[src/rtl/eight_ch_32bit.sv]
// Eight-channel data selector onto a shared bus, with a combinational output
// and a load-qualified registered copy that also records the select used.
module eight_ch_32bit #(
    parameter int WIDTH = 32,
    parameter int SEL_W = 3
) (
    input  logic             clk,
    input  logic             rst_n,
    input  logic [WIDTH-1:0] D0,
    input  logic [WIDTH-1:0] D1,
    input  logic [WIDTH-1:0] D2,
    input  logic [WIDTH-1:0] D3,
    input  logic [WIDTH-1:0] D4,
    input  logic [WIDTH-1:0] D5,
    input  logic [WIDTH-1:0] D6,
    input  logic [WIDTH-1:0] D7,
    input  logic [SEL_W-1:0] sel,
    input  logic             load,
    output logic [WIDTH-1:0] databus,
    output logic [WIDTH-1:0] databus_q,
    output logic [SEL_W-1:0] sel_q
);

    // Fully decoded over all eight codes; the default line only keeps the
    // block free of latches and is overridden by every case arm.
    always_comb begin
        databus = D0;
        case (sel)
            3'd0: databus = D0;
            3'd1: databus = D1;
            3'd2: databus = D2;
            3'd3: databus = D3;
            3'd4: databus = D4;
            3'd5: databus = D5;
            3'd6: databus = D6;
            3'd7: databus = D7;
        endcase
    end

    // Registered stage: data and its select are captured on the same edge.
    always_ff @(posedge clk or negedge rst_n) begin
        if (!rst_n) begin
            databus_q <= '0;
            sel_q     <= '0;
        end else if (load) begin
            databus_q <= databus;
            sel_q     <= sel;
        end
    end

endmodule

[config.mk]
export PLATFORM = sky130hd
export DESIGN_NAME = eight_ch_32bit
export DESIGN_NICKNAME = d
export VERILOG_FILES = /design/src/rtl/eight_ch_32bit.sv
export SDC_FILE = /design/constraint.sdc
export NUM_CORES = 1
export LEC_CHECK = 0
export ABC_AREA = 1
export CELL_PAD_IN_SITES_DETAIL_PLACEMENT = 1
export CELL_PAD_IN_SITES_GLOBAL_PLACEMENT = 1
export CORE_MARGIN = 2
export CORE_UTILIZATION = 20
export DETAILED_ROUTE_END_ITERATION = 10
export GPL_ROUTABILITY_DRIVEN = 0
export PLACE_DENSITY = 0.93
export SLEW_MARGIN = 0
export SYNTH_ARGS = -nofsm -noshare
export SYNTH_HDL_FRONTEND = slang
export SYNTH_SLANG_ARGS = --single-unit
[constraint.sdc]
create_clock -name clk -period 1.89 [get_ports clk]
set_input_delay 0.378 -clock clk [delete_from_list [all_inputs] [get_ports clk]]
set_output_delay 0.378 -clock clk [all_outputs]
set_load 0.005 [all_outputs]
After elaboration in Yosys (flattened, before gate mapping). Index checks and enable logic that the tools add are counted.

Bits in registers: 35. Bits of input ports: 262. Output and inout port bits: 67. Word-level logic and storage cells: 11.

Equality and inequality tests: 7. Muxes and demuxes: 1. Reductions and logical operators: 1.

Operators with widths (number): $pmux W32 S8 (1); $eq A3 B3 Y1 const B (4); $eq A3 B2 Y1 const B (2); $eq A3 B1 Y1 const B (1); $logic_not A3 Y1 (1).

Logic depth before layout (Yosys ltp). Gate-level depths: netlist (run 1).

Depth in word-level cells: 2. Mapped depth: 10. Mapped depth without buffers: 7.

Least setup slack after synthesis (run 1). OpenSTA, ideal clock, no wires.

Kind: in2out. Start: in sel[2]. End: out databus[0]. Data arrival time: 1.214 ns. Data required time: 1.512 ns. Slack: 0.298 ns. Stages on the path: 5. Path buffers: 2. Path through: buf_4 nor3_4 clkbuf_1 nand2_1 nand3_1.

Word-level cells in the longest chain between the ends: 2. Elaborated cells on any way between the ends: 9. Those cells by class: eq/ne (7); mux (1); reduce/logical (1).

RTL lines: start, declared (line 17) `input logic [SEL_W-1:0] sel,`; $eq A3 B3 Y1, or another cell as far along (line 28) `case (sel)`; $pmux W32 S8 * (line 28); end, declared (line 19) `output logic [WIDTH-1:0] databus,`.

Every way passes the cells marked *; elsewhere a longest branch is shown, timed or not.

Worst setup path after layout (run 1).
Start: in sel[1]. End: out databus[12].

Same word-level chain as after synthesis.

==> results of run 1 <==
[power breakdown]
group          switching [mW]  internal [mW]
clock network           0.386          0.759
registers              0.0634          0.851
logic                   0.956           1.31
[cells in the mapped netlist]
library cell | count | area [sq um]
buf_1 | 8 | 30.0
buf_2 | 33 | 165
buf_4 | 9 | 67.6
clkbuf_1 | 23 | 86.3
dfrtp_1 | 35 | 876
inv_1 | 34 | 128
inv_2 | 2 | 7.51
nand2_1 | 227 | 852
nand3_1 | 64 | 320
nand3_2 | 1 | 10.0
nand4_1 | 160 | 1000
nor2_1 | 97 | 364
nor3_4 | 1 | 16.3
o21ai_0 | 3 | 15.0
[logic make-up (layout without fill, tap and decap cells)]
kind of cell,after synthesis,in the layout,share of synthesized area [%]
and+or+nand+nor,550,550,65.1
buffers and inverters,109,501,12.3
DFF,35,35,22.2
AOI/OAI and AO/OA,3,3,0.381
[worst paths after layout]
path,cells past startpoint,endpoint,from,slack [ns]
max,8,databus[12],sel[1],-0.006
min,1,databus_q[29],rst_n,0.05
max reg2reg,2,sel_q[1],sel_q[1],1.22
min reg2reg,2,databus_q[2],databus_q[2],0.48
max in group asynchronous,2,databus_q[3],rst_n,1.29
min in group clk,2,databus_q[2],databus_q[2],0.48
[flip-flops by register name, summed over array words and instances (netlist names)]
register and flops:
sel_q 3, databus_q 32
[layout make-up]
type | instances | area [sq um]
multi-input cells | 553 | 2990
clock inverters | 2 | 60.1
well taps | 265 | 332
flip-flops and latches | 35 | 876
fillers | 2390 | 10100
repair buffers | 457 | 4720
inverters | 36 | 148
clock buffers | 6 | 129
[critical path: cells and delay by family]
| family | cells | cell delay [ns] |
|---|---|---|
| AND/OR/NAND/NOR | 4 | 0.51 |
| buffers and inverters | 4 | 0.62 |
[metrics by stage]
| step | hold slack, ns | TNS [ns] | util (%) | cell area, sq um |
|---|---|---|---|---|
| 3_3_place_gp | 0.376 | -13.45 | 41.4 | 8030 |
| 2_1_floorplan | 0.0824 | 0 | - | 3940 |
| 6_report | 0.0458 | -0.00587 | 47.7 | 9260 |
| 4_1_cts | 0.0607 | -0.437 | 46.3 | 8980 |
| 5_1_grt | 0.0788 | -0.105 | 47.7 | 9260 |
| 3_5_place_dp | 0.383 | -14.71 | 41.4 | 8030 |
[per-layer routing]
layer / vias to the layer above / routed length (um)
li1: 3181 / -
met1: 3332 / 10300
met2: 359 / 15800
met3: 90 / 2370
met4: 0 / 1650
met5: - / 0
[what timing repair did]
item | CTS | global route
setup endpoints to repair | 32 | 34
resized for setup | 243 | 50
pin swaps | 6 | 16
setup buffers | 39 | 2
gates cloned | 5 | 6
==> metrics.md, run 1 <==
| Metric | Value |
|---|---|
| Status | `finished with violations` |
| Failing checks | `negative setup slack` |
| Final #Nets | `between 1k and 1.5k` |
| Crit path DAT | `roughly 1.5 ns` |
| CTS Hold Bufs | `0` |
| FP Rows | `51` |
| Post-synthesis sequential area ratio | `22.2%` |
| Post-place setup slack | `-0.603 ns` |
| Clk slew on worst S/H paths | `0.07 ns` |
| Area of the core | `between 15000 and 20000 sq um` |
| PortBufs | `328` |
| Horiz. Die Dim | `144 um` |
| Most frequent cells in the layout | `clkdlybuf4s50_1, nand2_1, nand4_1` |
| Root buffer cell | `clkbuf_16` |
| DP Cell Count | `between 1k and 1.5k` |
| CP max FO | `11` |
| Syn avg cell area | `5.65 sq um` |
| Vias in the first global route | `7303` |
| Fmax | `527 MHz` |
| Worst vdd ir | `between 0.0003 and 0.0004 V` |
| First DRT Iteration DRCs | `308` |
| Max Slew Vio Count | `0` |
| Final cell count without fillers | `1354` |
| Tcrit/Tclk final | `100%` |
| Gate Count Post-Synth | `697` |
| GRT overflow | `0` |
| First-pass GRT wire length | `41.5 mm` |
| Drt via density | `5.14` |
| Cell Area, Synth | `~3900 sq um` |
| Global Route met3 Usage | `under 10%` |
| Total power | `around 4.3 mW` |
| Worst-margin pin slew | `0.503 ns` |
| Crit-path slowest cell | `nor2_1` |
| WL/cell | `22.2 um` |
| Commonest non-fill, non-tap cell in the layout | `clkdlybuf4s50_1` |
| Later-pin clock latency in the skew report | `roughly 0.29 ns` |
| Via Count | `6962` |
| H-tree Lvls | `2` |
| Crit path largest cell delay | `approximately 0.22 ns` |
| Max Root-Sink Buffers | `2` |
| DR pass1 iterations | `4` |
| RSZ-0062 raised after global routing | `yes` |
| Cell Pwr Density | `467 nW/um^2` |
| Worst Path Required | `between 1.5 and 2 ns` |
| Hold Crit Class | `input port to asynchronous set/reset pin` |
| Final setup vio count | `1` |
| Met1 Usage GRT | `between 20% and 30%` |
| Final HPWL DP | `20.9 mm` |
| Met2 Use GR | `51.5%` |
| Final hold viol count | `0` |
| Most used routing layer in global routing | `met2` |
| GRT Overall Usage | `26.8%` |
| DRC viols | `0` |
| Crit start category | `input port` |
| Fin Clk Skew | `0 ns` |
| Clock sinks | `35` |
| Max-cap violations | `0` |
| Share of layout cells above drive strength 1 | `between 20% and 30%` |
| Initial antenna violation count | `1` |
| Antenna Cells | `0` |
| Synth-to-Final Area Change | `135%` |
| Worst path cell trace | `buf_12 > buf_4 > clkbuf_16 > nand4_1 > nand2_1 > nor2_1 > nand3_2 > buf_2` |
| Post-synth cell types | `14` |
| CTS tree | `built` |
| Die H | `around 140 um` |
| Worst setup margin | `-0.00587 ns` |
| Final WL | `between 30 and 40 mm` |
| Final ANT Viol Nets | `0` |
| Min cycle time layout | `~1.9 ns` |
| TritonCTS Buffers | `5` |
| Starting Density | `20.3%` |
| Largest net degree at the start of global routing | `51` |
| Crit end category | `primary output` |
| DIE AREA | `roughly 21000 sq um` |
| Critical path class | `input port to primary output` |
| IO Pins | `329` |
| P_leak | `4.52 nW` |
| Synthesis Warnings | `0` |
| Syn_nets | `~960` |
| Post-synthesis register bit count | `35` |
| Rel. slew slack | `about two thirds` |
No activity file was read; power rests on OpenSTA's default activity.
==> run 2, diff against run 1 <==
--- a/config.mk
+++ b/config.mk
@@ -8,7 +8,6 @@
 export ABC_AREA = 1
 export CELL_PAD_IN_SITES_DETAIL_PLACEMENT = 1
 export CELL_PAD_IN_SITES_GLOBAL_PLACEMENT = 1
-export CORE_MARGIN = 2
 export CORE_UTILIZATION = 20
 export DETAILED_ROUTE_END_ITERATION = 10
 export GPL_ROUTABILITY_DRIVEN = 0
==> run 2 against run 1 <==
The flow still finishes with violations (negative setup slack). Via count up 4.1%. Clock power down 22%. Non-clock buffer count up 27. Cell count up 1.7%. Final area up 2.6%. Core utilization up 2.2 points. Power down 3.5%. Count of clock-buffer cells in the layout up 2. Die area down 2.8%. Largest power group unchanged.
==> metrics.md, run 2 (synthesis results as in run 1) <==
| Metric | Value |
|---|---|
| Max-cap violations | `0 (unchanged)` |
| H-tree Lvls | `2 (unchanged)` |
| Share of layout cells above drive strength 1 | `27.7% (+3.7 points)` |
| Regs by FF count | `databus_q (32), sel_q (3)` |
| Wire length on met3 | `2.30 mm (-3.1%)` |
| P_leak | `4.57 nW (+0.99%)` |
| Share of power burned in registers | `22.0% (+0.8 points)` |
| Cell Pwr Density | `439 nW/um^2 (-5.9%)` |
| Fin Clk Skew | `0 ns (unchanged)` |
| CTS tree | `built` |
| Starting Density | `20.7% (+0.41 points)` |
| Drt via density | `5.26 (+2.4%)` |
| Final #Nets | `1377 (+2.0%)` |
| Initial antenna violation count | `1 (unchanged)` |
| First-pass GRT wire length | `43.0 mm (+3.7%)` |
| Final HPWL DP | `21.3 mm (+1.8%)` |
| Fmax | `515 MHz (-2.4%)` |
| FP Rows | `50 (-2.0%)` |
| PortBufs | `328 (unchanged)` |
| Worst-margin pin slew | `0.492 ns (-0.0118 ns)` |
| Worst Path Required | `2.06 ns (+0.55 ns)` |
| Comb power frac | `56.7% (+4.3 points)` |
| Highest Signal Layer | `met4` |
| Rel. slew slack | `67.2% (+0.79 points)` |
| Critical path class | `input port to flip-flop` |
| Synth-to-Final Area Change | `141%` |
| Final setup vio count | `9 (+8)` |
| Tcrit/Tclk final | `103% (+2.5 points)` |
| R2r setup slk | `1.20 ns (-0.02 ns)` |
| Largest net degree at the start of global routing | `39 (-24%)` |
| Vias in the first global route | `7595 (+4.0%)` |
| Area of the core | `19000 sq um (-2.0%)` |
| Worst setup margin | `-0.0530 ns (-0.0472 ns)` |
| Largest register by flop count | `databus_q` |
| First DRT Iteration DRCs | `284 (-7.8%)` |
| Clk slew on worst S/H paths | `0.06 ns (about the same)` |
| Final ANT Viol Nets | `0 (unchanged)` |
| Total net switching power | `1.40 mW (-0.68%)` |
| M1 wire length | `10.4 mm (+0.98%)` |
| Final core area utilization | `49.9% (+2.2 points)` |
| Via Count | `7247 (+4.1%)` |
| DIE AREA | `20300 sq um (-2.8%)` |
| GRT Overall Usage | `28.5% (+1.7 points)` |
| Crit start category | `input port` |
| Worst vdd ir | `0.000330 V (-17%)` |
| GRT overflow | `0 (unchanged)` |
| Clock sinks | `35 (unchanged)` |
| Internal power | `2.78 mW (-4.8%)` |
| Most frequent cells in the layout | `clkdlybuf4s50_1, nand2_1, nand4_1` |
| DR pass1 iterations | `4 (unchanged)` |
| TritonCTS Buffers | `5 (unchanged)` |
| Max Slew Vio Count | `0 (unchanged)` |
| WL/cell | `23.1 um (+3.7%)` |
| Hold Crit Class | `input port to asynchronous set/reset pin` |
| Crit end category | `flip-flop` |
| Later-pin clock latency in the skew report | `0.28 ns (about the same)` |
| CTS Hold Bufs | `0 (unchanged)` |
| Switching share of power | `33.4% (+0.94 points)` |
| IO Pins | `329 (unchanged)` |
| Final hold viol count | `0 (unchanged)` |
| DRC viols | `0 (unchanged)` |
| CP max FO | `8 (-3)` |
| Die H | `142 um (-1.4%)` |
| Final WL | `31.8 mm (+5.5%)` |
| Status | `finished with violations` |
| Commonest non-fill, non-tap cell in the layout | `clkdlybuf4s50_1` |
| Max FFs per register | `32 (unchanged)` |
| Crit path DAT | `2.11 ns (+0.59 ns)` |
| Horiz. Die Dim | `142 um (-1.4%)` |
| RSZ-0062 raised after global routing | `yes` |
| Root buffer cell | `clkbuf_16` |
| Min cycle time layout | `1.94 ns (+0.0472 ns)` |
| WHS | `0.155 ns (+0.109 ns)` |
| Failing checks | `negative setup slack` |
| Max Root-Sink Buffers | `2 (unchanged)` |
| WL met2 | `16.8 mm (+6.9%)` |
| Clock power frac | `21.3% (-5.2 points)` |
==> run 2: final timing paths <==
kind | startpoint | endpoint | depth (start not counted)
min | rst_n | databus_q[7] | 2
min in group clk | databus_q[10] | databus_q[10] | 2
max in group asynchronous | rst_n | databus_q[21] | 2
max | sel[2] | databus_q[16] | 15
min reg2reg | databus_q[10] | databus_q[10] | 2
max reg2reg | databus_q[16] | databus_q[16] | 2
==> run 2: area by class of cell <==
class / count / area, sq um
fillers: 2348 / 9520
repair buffers: 484 / 4960
multi-input cells: 553 / 3030
flip-flops and latches: 35 / 876
well taps: 260 / 325
clock buffers: 8 / 156
inverters: 36 / 148
diodes: 1 / 2.50
==> run 2: stage by stage <==
step | cell area, sq um | setup slack [ns] | power [mW] | setup TNS (ns) | cells
2_1_floorplan | 3940 | 0.298 | 1.45 | 0 | 697
3_3_place_gp | 8130 | -0.606 | 2.84 | -15.75 | 1306
3_5_place_dp | 8130 | -0.639 | 2.89 | -15.96 | 1306
4_1_cts | 9140 | -0.0231 | 4.03 | -0.104 | 1363
5_1_grt | 9500 | -0.0944 | 4.36 | -0.633 | 1377
6_report | 9500 | -0.0530 | 4.17 | -0.166 | 1377
==> run 2: routing by layer <==
| metal | global-route usage (%) | vias up |
|---|---|---|
| li1 | - | 3242 |
| met3 | 6.49 | 117 |
| met5 | 0 | - |
| met1 | 27.2 | 3524 |
| met4 | 14.2 | 0 |
| met2 | 56.4 | 364 |
==> run 2: worst max-delay path, cell delays in order <==
cell and delay [ns]:
buf_12 0.12, buf_12 0.15, buf_12 0.15, buf_12 0.14, nand3_2 0.08, nand2_2 0.09
nor2_4 0.12, nand3_2 0.10, buf_4 0.15, buf_4 0.12, buf_4 0.13, buf_4 0.13
buf_4 0.12, nand2_1 0.06, nand2_1 0.07
==> run 2: timing repair <==
| item | in CTS | in global routing |
|---|---|---|
| resized for setup | 233 | 70 |
| hold endpoints to repair | 0 | 0 |
| endpoints found under the setup margin | 32 | 33 |
| buffers inserted | 43 | 12 |
| cloned | 8 | 5 |
| pin swaps | 51 | 53 |
==> run 2: power by group through the flow <==
stage / clock network [mW] / logic (mW) / registers, mW
floorplan: 0 / 0.526 / 0.925
global placement: 0 / 1.92 / 0.921
detailed placement: 0 / 1.96 / 0.928
CTS: 0.912 / 2.20 / 0.918
global route: 0.936 / 2.49 / 0.932
finish: 0.888 / 2.37 / 0.919
==> run 3, diff against run 2 <==
--- a/config.mk
+++ b/config.mk
@@ -9,6 +9,7 @@
 export CELL_PAD_IN_SITES_DETAIL_PLACEMENT = 1
 export CELL_PAD_IN_SITES_GLOBAL_PLACEMENT = 1
 export CORE_UTILIZATION = 20
+export CTS_CLUSTER_DIAMETER = 60
 export DETAILED_ROUTE_END_ITERATION = 10
 export GPL_ROUTABILITY_DRIVEN = 0
 export PLACE_DENSITY = 0.93
==> results of run 3 <==
Same layout as run 2: the final DEF is identical, and so are final timing and power.
